$ cat src/rtl/sequenceur_chute_pkg.sv
// Shared definitions for the TroisBriques drop sequencer: FSM states,
// column codes and the default board height.
package sequenceur_chute_pkg;

    typedef enum logic [1:0] {
        ST_IDLE,
        ST_FALL,
        ST_LAND,
        ST_FULL
    } state_t;

    localparam logic [1:0] COL_GAUCHE = 2'd0;
    localparam logic [1:0] COL_CENTRE = 2'd1;
    localparam logic [1:0] COL_DROITE = 2'd2;
    localparam logic [1:0] COL_NONE   = 2'd3;

    localparam int ROWS_DEFAULT = 7;

endpackage

$ cat src/rtl/sequenceur_chute.sv
// Drop sequencer: animates a brick falling one row per tick into the chosen
// column, updates that column's height and hands the turn to the other player.
module sequenceur_chute
    import sequenceur_chute_pkg::*;
#(
    parameter int ROWS = ROWS_DEFAULT
) (
    input  logic       clk,
    input  logic       reset,
    input  logic       tick,
    input  logic       drop_req,
    input  logic [1:0] col_sel,
    output logic [2:0] hauteurGauche,
    output logic [2:0] hauteurCentre,
    output logic [2:0] hauteurDroite,
    output logic       falling,
    output logic [1:0] fall_col,
    output logic [2:0] fall_row,
    output logic       player,
    output logic       done,
    output logic       reject,
    output logic       board_full
);

    localparam logic [2:0] FULL_H  = 3'(ROWS);
    localparam logic [2:0] TOP_ROW = 3'(ROWS - 1);

    state_t     state;
    logic [2:0] height [3];
    logic [2:0] sel_height;
    logic [2:0] fall_height;
    logic       full_after_land;

    // An invalid column reads as full so one comparison covers both refusals.
    always_comb begin
        sel_height = FULL_H;
        case (col_sel)
            COL_GAUCHE: sel_height = height[0];
            COL_CENTRE: sel_height = height[1];
            COL_DROITE: sel_height = height[2];
            default:    sel_height = FULL_H;
        endcase
    end

    always_comb begin
        fall_height = '0;
        case (fall_col)
            COL_GAUCHE: fall_height = height[0];
            COL_CENTRE: fall_height = height[1];
            COL_DROITE: fall_height = height[2];
            default:    fall_height = '0;
        endcase
    end

    // Board is full after this landing if every column is full counting the brick about to land.
    always_comb begin
        full_after_land = 1'b1;
        for (int unsigned i = 0; i < 3; i++) begin
            if (!((height[i] == FULL_H) ||
                  ((fall_col == 2'(i)) && (height[i] == FULL_H - 3'd1))))
                full_after_land = 1'b0;
        end
    end

    always_ff @(posedge clk or posedge reset) begin
        if (reset) begin
            state    <= ST_IDLE;
            for (int unsigned i = 0; i < 3; i++)
                height[i] <= '0;
            fall_col <= '0;
            fall_row <= '0;
            falling  <= 1'b0;
            player   <= 1'b0;
            done     <= 1'b0;
            reject   <= 1'b0;
        end else begin
            done   <= 1'b0;
            reject <= 1'b0;
            case (state)
                ST_IDLE: begin
                    if (drop_req) begin
                        if (sel_height == FULL_H) begin
                            reject <= 1'b1;
                        end else begin
                            fall_col <= col_sel;
                            fall_row <= TOP_ROW;
                            falling  <= 1'b1;
                            state    <= ST_FALL;
                        end
                    end
                end
                ST_FALL: begin
                    if (drop_req)
                        reject <= 1'b1;
                    if (tick) begin
                        if (fall_row == fall_height)
                            state <= ST_LAND;
                        else
                            fall_row <= fall_row - 3'd1;
                    end
                end
                ST_LAND: begin
                    if (drop_req)
                        reject <= 1'b1;
                    for (int unsigned i = 0; i < 3; i++) begin
                        if (fall_col == 2'(i))
                            height[i] <= height[i] + 3'd1;
                    end
                    done    <= 1'b1;
                    player  <= ~player;
                    falling <= 1'b0;
                    state   <= full_after_land ? ST_FULL : ST_IDLE;
                end
                ST_FULL: begin
                    if (drop_req)
                        reject <= 1'b1;
                end
                default: state <= ST_IDLE;
            endcase
        end
    end

    assign hauteurGauche = height[0];
    assign hauteurCentre = height[1];
    assign hauteurDroite = height[2];
    assign board_full    = (state == ST_FULL);

endmodule

$ cat config.mk
export PLATFORM = sky130hd
export DESIGN_NAME = sequenceur_chute
export DESIGN_NICKNAME = d
export VERILOG_FILES = /design/src/rtl/sequenceur_chute_pkg.sv /design/src/rtl/sequenceur_chute.sv
export SDC_FILE = /design/constraint.sdc
export NUM_CORES = 1
export LEC_CHECK = 0
export BUFFER_PORTS_ARGS = -buffer_cell sky130_fd_sc_hd__buf_4
export CAP_MARGIN = 20
export CORE_MARGIN = 5
export CORE_UTILIZATION = 59
export DETAILED_ROUTE_END_ITERATION = 12
export PLACE_DENSITY = 0.81
export SYNTH_ARGS = -nofsm -noshare
export SYNTH_HDL_FRONTEND = slang
export SYNTH_SLANG_ARGS = --single-unit
$ cat constraint.sdc
create_clock -name clk -period 3.7 [get_ports clk]
set_clock_uncertainty 0.2 [all_clocks]
set_input_delay 0.37 -clock clk [delete_from_list [all_inputs] [get_ports clk]]
set_output_delay 0.37 -clock clk [all_outputs]
set_load 0.1 [all_outputs]
# Word level (Yosys, flattened, before mapping)
# Cells that the tools add are included.
# word_totals
regBits,20
in_bits,6
output_inout_bits,19
wordCells,80
# classes
n_addsub,4
n_eq_ne,20
mux,24
n_bitwise,2
reduce_logical,20
# op_table
cell,count
3-bit equality test (second input constant),7
3-bit one-hot mux with 3 select lines,2
3-bit 2-to-1 mux,4
2-bit 2-to-1 mux,5
2-bit != test (second input constant),5
5-bit AND reduction,2
3-bit by 1-bit adder with 3-bit output (second input constant),3
1-bit 2-to-1 mux,9
2-bit equality test (second input constant),4
2-bit by 1-bit equality test with 1-bit output (second input constant),3
2-bit logical NOT,3
2-bit one-hot mux with 3 select lines,1
3-bit one-hot mux with 2 select lines,1
2-bit AND reduction,3
3-bit AND reduction,2
1-bit one-hot mux with 2 select lines,2
2-bit nonzero test,2
3-bit equality test,1
1-bit logical AND,3
1-bit logical OR,3
3-bit nonzero test,1
3-bit OR reduction,1
3-bit by 1-bit subtractor with 3-bit output (second input constant),1
1-bit NOT,2

# Longest topological paths before layout
# logic_depth
depth_word,8
mapped_depth,7
depth_no_buf,7

# Worst setup path before layout
# Ideal clock, no wire load.
# synth_path
path_kind,register to register
start,register fall_col[1]
end,register fall_row[0]
setup_ns,0.125
arrival_time_ns,2.428
required_ns,3.375
slack_ns,0.947
path_stages_with_launch,6
path_buffers,0
period_less_slack_ns,2.753
cell_sequence,dfrtp_1 > mux2_2 > a221oi_2 > a22oi_2 > a311o_1 > mux2_2
# synth_between
elab_chain_cells,5
word_cells_on_any_way,7
cone_classes,eq/ne: 4; mux: 1; reduce/logical: 2
# synth_lines
item,line,rtl
start: declaration,sequenceur_chute.sv:17,"output logic [1:0] fall_col,"
start signal: assignment,sequenceur_chute.sv:85,fall_col <= col_sel;
2-bit equality test (tied with other cells),sequenceur_chute.sv:47,case (fall_col)
3-bit one-hot mux with 3 select lines (*),sequenceur_chute.sv:47,
3-bit equality test (*),sequenceur_chute.sv:96,if (fall_row == fall_height)
2-bit != test (no line) (*),-,
5-bit AND reduction (no line) (*),-,
end signal: assignment,sequenceur_chute.sv:99,fall_row <= fall_row - 3'd1;
end: declaration,sequenceur_chute.sv:18,"output logic [2:0] fall_row,"
# Every way passes the cells marked *; elsewhere a longest branch is shown, timed or not.
# A chain may end at the register's enable or synchronous reset.

# Final worst setup path
# Ends and elaborated chain as after synthesis.

==> results.md <==
- Min-delay worst type: in2reg
- Pin count of the biggest net entering global routing: 21
- Clock-pin slew on the worst setup and hold paths: 0.12 ns
- Beginning of the critical path: fall_col[1]$_DFFE_PP0P_
- Area of the multi-input gates: 782.0 um^2
- Compound-cell area share of the yosys netlist: 16.91%
- Worst Path Arrival: 2.47 ns
- Slew margin rel.: 49.74%
- Fin cells: approximately 180
- Clock sinks: 20
- WL final: approximately 2.8 mm
- DP Wirelength: 2.110 mm
- Wire per inst: 15.21 um
- RSZ-0062 raised after global routing: no
- Met1 usage: 24.06%
- GRT met3 Usage: under 10%
- Flop2flop setup slack: 1.23 ns
- First-pass GRT wire length: 4.871 mm
- Starting Density: a little over 60%
- Syn Area/Cell: 10.44 um^2
- NumNets Final: 177
- Flops & latches, synth: 20
- Total gr overflow: 0
- Max_cap viols: 0
- R2R Path End: fall_row[0]$_DFFE_PP0P_
- H-tree depth: 1
- Max-slew violations: 0
- Clk buf depth: 2
- Worst R2R Start: fall_col[1]$_DFFE_PP0P_
- CP dominant cell by count: mux2_2
- Xor/xnor share of the synthesized area: 3.253%
- Final RePlAce weighted congestion: 0.8159
- FP Rows: 17
- Outcome: completed
- Core area: 2191 um^2
- Least-Margin Pin Slew: ~0.75 ns
- Root Buffer Master: clkbuf_4
- Worst skew pair latency: 0.31 ns
- Simple-gate portion of the synthesized area: 15.89%
- Initial antenna violation count: 0
- Via count of the first global-routing pass: 1073
- Required @ worst endpoint: 3.70 ns
- DIE AREA: 3337 um^2
- Vias post-DR: 1068
- Adder-Cell Fraction of Synth Area: 13.94%
- Diode count: 0
- Critical Path Slowest Stage Cell: dfrtp_1
- TritonCTS clock tree: yes
- # DRC: 0
- Largest family of logic cells by synthesized area: compound AO/OA/AOI/OAI gates
- Final worst path period share: between 60% and 70%
- Die X-Extent: around 58 um
- Iter 0 DRT Violations: 41
- Worst setup EP type: register
- Ports: 25
- Worst path bufs/invs: 0
- # setup viols final: 0
- Die H: 57.77 um
- Cells after Synth: roughly 130
- Worst Setup Path Type: reg2reg
- Post-synthesis sequential area ratio: 37.17%
- Yosys synthesis warning count: 0
- Crit-path max cell delay: roughly 0.63 ns
- Distinct cell type count after synthesis: 39
- Crit path capture: fall_row[0]$_DFFE_PP0P_
- Minimum clock period: 2.466 ns
- Critical Path Stages: 5
- Drt via density: ~5.8
- R2R depth: 5
- CP Launch Type: register
- Post-CTS setup buffer count: 0
- Cts bufs inserted: 3
- Met2 usage: between 30% and 40%
- Fillcell total: 163
- CP max FO: 15
- Cells along the critical path: mux2_2 > a221oi_2 > a22oi_2 > a311o_1 > mux2_2
- Gr busiest metal: met2
- Final-report hold violation count: 0
- Synth Net Count: 150
- PortBufs: 24
- ANT nets after route: 0
- FMAX: 405.5 MHz
- Multiplexer share of the synthesized area: 8.086%
- Layout area overhead: 19.24%
- Drt pass-1 iters: 4
- Layout cells sized above 1: 24.52%
- FF+latch area: around 500 um^2
- GRT Overall Usage: 18.44%
- Synth Cell Area: 1346 um^2
- Fin Setup TNS: 0 ns
- Top Family by Delay on Critical Path: compound AO/OA/AOI/OAI gates
- # placed instances: 178
[cells in the mapped netlist]
cell	number	area share, %
a311o_1	1	0.74
a21o_1	1	0.56
a21oi_1	1	0.37
nand4_1	2	0.93
nand2_1	6	1.7
o22ai_1	1	0.46
nand4b_1	1	0.65
a22oi_1	1	0.56
buf_6	1	0.84
a221oi_2	2	2.2
nor3b_1	2	1.1
nor4_1	1	0.46
nor2b_1	7	3.3
nand3b_1	2	1.1
a2111oi_0	1	0.65
nand3_1	1	0.37
nor4bb_1	1	0.74
a22oi_2	1	0.93
ha_1	15	14
inv_1	12	3.3
clkbuf_1	2	0.56
a31oi_1	3	1.4
or3_1	3	1.4
nor2_1	1	0.28
xor2_1	1	0.65
xnor2_1	4	2.6
mux2_2	7	5.9
mux2i_1	3	2.2
nand2b_1	2	0.93
a32o_1	1	0.74
dfrtp_1	20	37
a41o_1	2	1.5
o21a_1	3	1.7
o21ai_0	9	3.3
a21boi_1	1	0.56
nor3_1	2	0.74
a32oi_1	1	0.65
and4b_1	3	2.2
a211oi_1	1	0.56
[logic make-up (layout without fill, tap and decap cells)]
logic type                 count (synthesis)  after routing
AOI/OAI and AO/OA                         30             30
xor gates and xnor gates                   5              5
adders and majority gates                 15             15
buffers and inverters                     15             41
DFF                                       20             20
muxes                                     10             10
and+or+nand+nor                           34             34
[metrics by stage]
step | worst slack (ns) | util (%) | hold slack (ns) | instance area [um^2]
floorplan | 0.9470 | - | 0.1338 | 1346
global placement | 1.391 | 70.42 | 0.2590 | 1543
detailed placement | 1.296 | 70.42 | 0.2626 | 1543
CTS | 1.249 | 73.27 | 0.08570 | 1605
global route | 1.132 | 73.27 | 0.08963 | 1605
finish | 1.234 | 73.27 | 0.09635 | 1605
[registers in the layout, summed over array words and instances, names as in the netlist]
name	count
falling	1
done	1
fall_row	3
state	2
hauteurDroite	3
fall_col	2
hauteurCentre	3
reject	1
player	1
hauteurGauche	3
[layout by cell type, fill, tap and decap left out, types with 4 or more instances in the layout]
cell     synthesis  final
nand2_1          6      6
nor2b_1          7      7
xnor2_1          4      4
mux2_2           7      7
buf_4            0     24
dfrtp_1         20     20
inv_1           12     12
ha_1            15     15
o21ai_0          9      9
[layout make-up]
cell class,instances,area share [%]
tap,28,2.182
timing repair buffer,25,11.85
multi-input combinational,94,48.71
clock buffer,3,1.403
sequential,20,31.18
clock inverter,1,1.871
inverter,12,2.806
[metal layers]
layer | vias up | wire (um)
met5 | - | 0
met4 | 0 | 13
met3 | 2 | 154
met2 | 30 | 1354
met1 | 512 | 1260
li1 | 524 | -
[worst min path at each step]
stage / start / end / slack, ns / cells after the start
after floorplan: reset / done$_DFF_PP0_ / 0.13 / 1
after detailed placement: player$_DFFE_PP0P_ / player$_DFFE_PP0P_ / 0.26 / 1
after CTS: drop_req / reject$_DFF_PP0_ / 0.09 / 2
final: drop_req / reject$_DFF_PP0_ / 0.1 / 2
after global placement: player$_DFFE_PP0P_ / player$_DFFE_PP0P_ / 0.26 / 1
after global routing: drop_req / reject$_DFF_PP0_ / 0.09 / 2
[timing repair]
action / in CTS / in global routing
resized for setup: 0 / 0
hold endpoints to repair: 12 / 0
hold buffers: 1 / 0
Power is left out: the tool's default activity adds up to more than one toggle a clock period on the data nets, which glitch-free logic cannot reach.
